`src/rtl/packet_release_ctrl_pkg.sv`:
```
// Shared router constants for the output-port release controller: port count, flit width,
// port indices and the per-port FSM state encodings.
package packet_release_ctrl_pkg;

  localparam int NPORT    = 5;
  localparam int TAM_FLIT = 8;
  localparam int NP_REGF  = NPORT * TAM_FLIT;

  localparam logic [2:0] EAST  = 3'd0;
  localparam logic [2:0] WEST  = 3'd1;
  localparam logic [2:0] NORTH = 3'd2;
  localparam logic [2:0] SOUTH = 3'd3;
  localparam logic [2:0] LOCAL = 3'd4;

  localparam logic [1:0] PRC_FREE    = 2'd0;
  localparam logic [1:0] PRC_HEADER  = 2'd1;
  localparam logic [1:0] PRC_SIZE    = 2'd2;
  localparam logic [1:0] PRC_PAYLOAD = 2'd3;

  typedef struct packed {
    logic                tx;
    logic                credit;
    logic [TAM_FLIT-1:0] data;
  } port_in_t;

  function automatic logic grant_in_range(input logic [2:0] idx);
    return idx < 3'(NPORT);
  endfunction

endpackage

```
`src/rtl/packet_release_ctrl_tracker.sv`:
```
// One output port: header/size/payload FSM, payload counter and (with PRC_WATCHDOG_EN)
// an idle watchdog that forces the port free.
module port_packet_tracker
  import packet_release_ctrl_pkg::*;
#(
  parameter int WDOG_CYCLES = 255
) (
  input  logic     i_clk,
  input  logic     i_rst,
  input  logic     i_grant,
  input  port_in_t i_port,
  output logic     o_free,
  output logic     o_release,
  output logic     o_timeout
);

  logic [1:0]          state, state_nxt, state_d;
  logic [TAM_FLIT-1:0] cnt, cnt_nxt;
  logic                xfer, done, wd_hit;

  assign xfer   = i_port.tx & i_port.credit;
  assign o_free = (state == PRC_FREE);

  always_comb begin
    state_nxt = state;
    cnt_nxt   = cnt;
    done      = 1'b0;
    case (state)
      PRC_FREE:   if (i_grant) state_nxt = PRC_HEADER;
      PRC_HEADER: if (xfer) state_nxt = PRC_SIZE;
      PRC_SIZE: begin
        if (xfer) begin
          cnt_nxt = i_port.data;
          if (i_port.data == '0) begin
            state_nxt = PRC_FREE;
            done      = 1'b1;
          end else begin
            state_nxt = PRC_PAYLOAD;
          end
        end
      end
      PRC_PAYLOAD: begin
        if (xfer) begin
          cnt_nxt = cnt - 1'b1;
          if (cnt == TAM_FLIT'(1)) begin
            state_nxt = PRC_FREE;
            done      = 1'b1;
          end
        end
      end
      default: state_nxt = PRC_FREE;
    endcase
  end

`ifdef PRC_WATCHDOG_EN
  localparam int WDW = $clog2(WDOG_CYCLES + 1);
  logic [WDW-1:0] idle;
  logic           tmo;

  // Hit on the cycle the idle count would reach WDOG_CYCLES; a transfer that cycle rescues the port.
  assign wd_hit = (state != PRC_FREE) && !xfer && (idle == WDW'(WDOG_CYCLES - 1));

  always_ff @(posedge i_clk or posedge i_rst) begin
    if (i_rst) begin
      idle <= '0;
      tmo  <= 1'b0;
    end else begin
      if (state == PRC_FREE || xfer || wd_hit) idle <= '0;
      else                                     idle <= idle + 1'b1;
      if (wd_hit) tmo <= 1'b1;
    end
  end

  assign o_timeout = tmo;
`else
  assign wd_hit    = 1'b0;
  assign o_timeout = 1'b0;
`endif

  assign state_d = wd_hit ? PRC_FREE : state_nxt;

  always_ff @(posedge i_clk or posedge i_rst) begin
    if (i_rst) begin
      state     <= PRC_FREE;
      cnt       <= '0;
      o_release <= 1'b0;
    end else begin
      state     <= state_d;
      cnt       <= cnt_nxt;
      o_release <= done | wd_hit;
    end
  end

endmodule

```
`src/rtl/packet_release_ctrl.sv`:
```
// Output-port allocation tracker: one port_packet_tracker per output, plus sticky grant-error
// detection. Optional per-port watchdog compiled under PRC_WATCHDOG_EN.
module packet_release_ctrl
  import packet_release_ctrl_pkg::*;
#(
  parameter int WDOG_CYCLES = 255
) (
  input  logic               i_clk,
  input  logic               i_rst,
  input  logic               i_grant,
  input  logic [2:0]         i_grant_out,
  input  logic [NPORT-1:0]   i_tx,
  input  logic [NPORT-1:0]   i_credit,
  input  logic [NP_REGF-1:0] i_data,
  output logic [NPORT-1:0]   o_free,
  output logic [NPORT-1:0]   o_release,
  output logic               o_grant_err,
  output logic [NPORT-1:0]   o_timeout
);

  logic [NPORT-1:0][TAM_FLIT-1:0] data_v;
  logic [NPORT-1:0]               grant_hit;
  port_in_t [NPORT-1:0]           pin;
  logic                           err_now;

  assign data_v = i_data;

  for (genvar p = 0; p < NPORT; p++) begin : g_port
    assign grant_hit[p] = i_grant && (i_grant_out == 3'(p));
    assign pin[p]       = '{tx: i_tx[p], credit: i_credit[p], data: data_v[p]};

    port_packet_tracker #(.WDOG_CYCLES(WDOG_CYCLES)) u_trk (
      .i_clk     (i_clk),
      .i_rst     (i_rst),
      .i_grant   (grant_hit[p]),
      .i_port    (pin[p]),
      .o_free    (o_free[p]),
      .o_release (o_release[p]),
      .o_timeout (o_timeout[p])
    );
  end

  // A port finishing its packet this cycle is still busy, so a grant to it is an error.
  assign err_now = i_grant && (!grant_in_range(i_grant_out) || |(grant_hit & ~o_free));

  always_ff @(posedge i_clk or posedge i_rst) begin
    if (i_rst)        o_grant_err <= 1'b0;
    else if (err_now) o_grant_err <= 1'b1;
  end

endmodule
```
`config.mk`:
```
export PLATFORM = sky130hd
export DESIGN_NAME = packet_release_ctrl
export DESIGN_NICKNAME = d
export VERILOG_FILES = /design/src/rtl/packet_release_ctrl_pkg.sv /design/src/rtl/packet_release_ctrl_tracker.sv /design/src/rtl/packet_release_ctrl.sv
export SDC_FILE = /design/constraint.sdc
export NUM_CORES = 1
export LEC_CHECK = 0
export CAP_MARGIN = 10
export CORE_ASPECT_RATIO = 0.8
export CORE_UTILIZATION = 35
export DETAILED_ROUTE_END_ITERATION = 12
export MAX_ROUTING_LAYER = met4
export PLACE_DENSITY = 0.62
export SYNTH_ARGS = -nofsm -noshare
export SYNTH_HDL_FRONTEND = slang
export SYNTH_SLANG_ARGS = --single-unit
```
`constraint.sdc`:
```
create_clock -name i_clk -period 1.7 [get_ports i_clk]
set_input_delay 0.34 -clock i_clk [delete_from_list [all_inputs] [get_ports i_clk]]
set_output_delay 0.34 -clock i_clk [all_outputs]
set_load 0.02 [all_outputs]
```
==> results.yml <==
run_status:
  status: "completed"
power_and_ir_drop:
  power_density_nw_per_um2: 1324
  seq_power_share_pct: 36.0
  p_comb_share_pct: 48.7
  leakagePower_nw: 2.063
  p_clk_share_pct: 15.3
  power_switching_mw: 2.524
  netSwitchingFraction_pct: 39.16
  power.internal_mw: 3.922
  ir_drop_mv: 0.6146
critical_path:
  reg2regPathDepth: 4
  path_max_fanout: 2
  critPathKind: "reg2reg"
  end_kind: "flop"
  arrival_ns: 1.87
  startpoint_type: "flop"
  cp_data_required_time_ns: 1.87
synth:
  synthFlopType: "dfrtp_1"
  synth-compound-area-share_pct: 24.38
  ys_ff_latch: 56
  synth_cells: 420
  synthMuxAreaShare_pct: 2.883
  synth-edff-count: 0
  yosys.area_share.simple_pct: 22.14
  synth-xor-area-share_pct: 0
  async_reset_ff_share_pct: 100.0
  yosysSeqAreaShare_pct: 39.86
  synth_cell_types: 50
  synthAdderAreaFrac_pct: 3.559
  synth_top_area_cell: "dfrtp_1"
  yosysWarnings: 0
  synth.top_cell.area_share_pct: 39.86
  synth_area_um2: 3516
  synth_top_family_by_area: "compound AO/OA/AOI/OAI gates"
  synth_area_leaders: "dfrtp_1 (40%), nand2_1 (5.0%), a21oi_1 (4.7%), o21ai_0 (4.4%), nor2_1 (3.6%)"
  syn_avg_cell_area_um2: 8.371
route:
  wl_per_cell_um: 13.36
  num_vias: 3473
  routed_wl_um: 8936
  drtIter0Drc: 209
  ant_nets: 0
  remaining_drc_errors: 0
  vias_per_cell: 5.191
  drtPass1Iterations: 5
clock_network:
  cts_buffer_depth: 2
  cts.sink_count: 56
  cts.htree.levels: 2
  cts_tree: "done"
  clk_latency_ns: 0.29
  cts-root-buf: "clkbuf_16"
  clk_pin_slew_ns: 0.07
  cts_buffers: 5
floorplan:
  start_util_pct: 36.29
  row_count: 32
  die_area_um2: 10450
  ios: 72
  die_x_um: 114.1
  core-area_um2: 9689
  die_h_um: 91.65
final_layout:
  area_delta_synth_final_pct: 38.43
  fillers: 956
  fin_nets: 599
  ff_latch_area_um2: 1401
  final_area_um2: 4867
  layout-drive-gt1-share_pct: 16.32
  multi_input_area_um2: 1906
  diodes: 0
timing:
  rsz0062_at_grt: "yes"
  hold_ws_ns: 0.3216
  fin_crit_sh_pct: 99.60
  period_minus_slack_ns: 1.693
  setup_violations: 0
  drv_slew: 0
  fin_skew_ns: 0.005292
  timing.fmax_mhz: 590.6
  hold_violations: 0
place:
  hpwl_um: 6861
  port_buffers: 66
  placed_area_um2: 4707
  globalplace.congestion: 0.8723
global_route:
  grt_remaining_overflow: 0
  grt_first_pass_wirelength_um: 14880
  antenna_found_initial: 0
  grt_max_degree: 51
  grt_use_total_pct: 18.24
  grt_pass1_vias: 3244
run:
  drv_cap: 0
min_path:
  hp-class: "in2async"
[layer usage]
layer | share of wire, % | track usage, % | up-vias | routed length [um]
li1 | - | - | 1759 | -
met1 | 51 | 25.41 | 1635 | 4537
met2 | 45 | 27.93 | 77 | 3989
met3 | 4.2 | 2.710 | 2 | 373
met4 | 0.38 | 4.437 | 0 | 34
met5 | 0 | - | - | 0
[layout by cell type (no fill, tap or decap), types with 9 or more instances in the layout]
cell              n
dfrtp_1          56
buf_4            68
inv_1            16
o21ai_0          31
nand3_1          20
a21oi_1          33
clkdlybuf4s50_1  61
nor2_1           33
nor3_1           15
mux2i_1           9
nor4_1           13
ha_1             10
nand2_1          47
o22ai_1          17
a31oi_1          10
[flip-flops by register name (all words and copies together) (netlist names)]
register / count
g_port.u_trk.state: 10
g_port.u_trk.o_release: 5
o_grant_err: 1
g_port.u_trk.cnt: 40
[cell families after synthesis]
group | after synthesis
muxes | 10
buffers and inverters | 51
other | 1
and+or+nand+nor | 160
AOI/OAI and AO/OA | 132
adders and majority gates | 10
DFF | 56
[Yosys cell counts (2+ instances only)]
cell       count
o31ai_1        2
buf_4         15
and3_1         6
ha_1          10
o22a_1         5
o211ai_1       4
o21a_1         2
inv_1         17
mux2i_1        9
nor3_1        15
or4_1          3
buf_1          3
a22oi_1        2
nor2b_1        3
nand3_1       20
nor2_1        34
nor3b_1        5
a31oi_1       10
a41oi_1        4
or3_1          3
a21oi_1       33
o32a_1         3
a2bb2oi_1      5
nand2b_1       5
o22ai_1       17
nand2_1       47
a32oi_1        2
a211oi_1       2
nor4_1        14
o21bai_1       2
o21ai_0       31
clkbuf_1      14
dfrtp_1       56
[critical path, cell delays in order (launching register included)]
cell and delay [ns]:
dfrtp_1 0.39, or4_4 0.57, o41ai_4 0.29, o21ai_2 0.09, a22o_1 0.25
[timing repair]
action                     in CTS  in global routing
resized for setup               5                  5
setup endpoints to repair       6                  5
hold buffers                    0                  0
setup buffers                   0                  1
[power groups by stage]
stage | combinational, mW | clock (mW) | sequential (mW)
finish | 3.14 | 0.984 | 2.32
global route | 3.52 | 1.08 | 2.41
CTS | 3.09 | 1.01 | 2.31
detailed placement | 3.09 | 0 | 2.32
floorplan | 2.04 | 0 | 2.27
global placement | 3.06 | 0 | 2.30
[final cells by class]
class                   instances  share of cell area [%]
multi-input cells             317                   39.15
well taps                     136                   3.496
clock inverters                 1                  0.1028
inverters                      18                   1.465
flip-flops and latches         56                   28.79
repair buffers                135                   24.34
clock buffers                   6                   2.648
[stage by stage]
step	power (mW)	worst slack, ns	instances	TNS [ns]	utilization [%]
after floorplan	4.311	0.07854	424	0	-
after global placement	5.363	-0.1228	661	-0.6919	48.58
after detailed placement	5.418	-0.2304	661	-1.034	48.58
after CTS	6.406	-0.003371	668	-0.003371	49.90
after global routing	7.003	-0.01772	669	-0.01772	50.23
final	6.446	0.006785	669	0	50.23
[worst paths after layout]
kind / startpoint / endpoint / slack (ns)
worst max-delay path: g_port[4].u_trk.cnt[4] / g_port[4].u_trk.state[1] / 0.007
max in group asynchronous: i_rst / g_port[4].u_trk.state[0] / 0.89
worst min register to register: o_grant_err / o_grant_err / 0.48
min in group i_clk: o_grant_err / o_grant_err / 0.48
worst min-delay path: i_rst / g_port[3].u_trk.cnt[5] / 0.32
worst max register to register: g_port[4].u_trk.cnt[4] / g_port[4].u_trk.state[1] / 0.007
(Power assumes the default switching activity.)
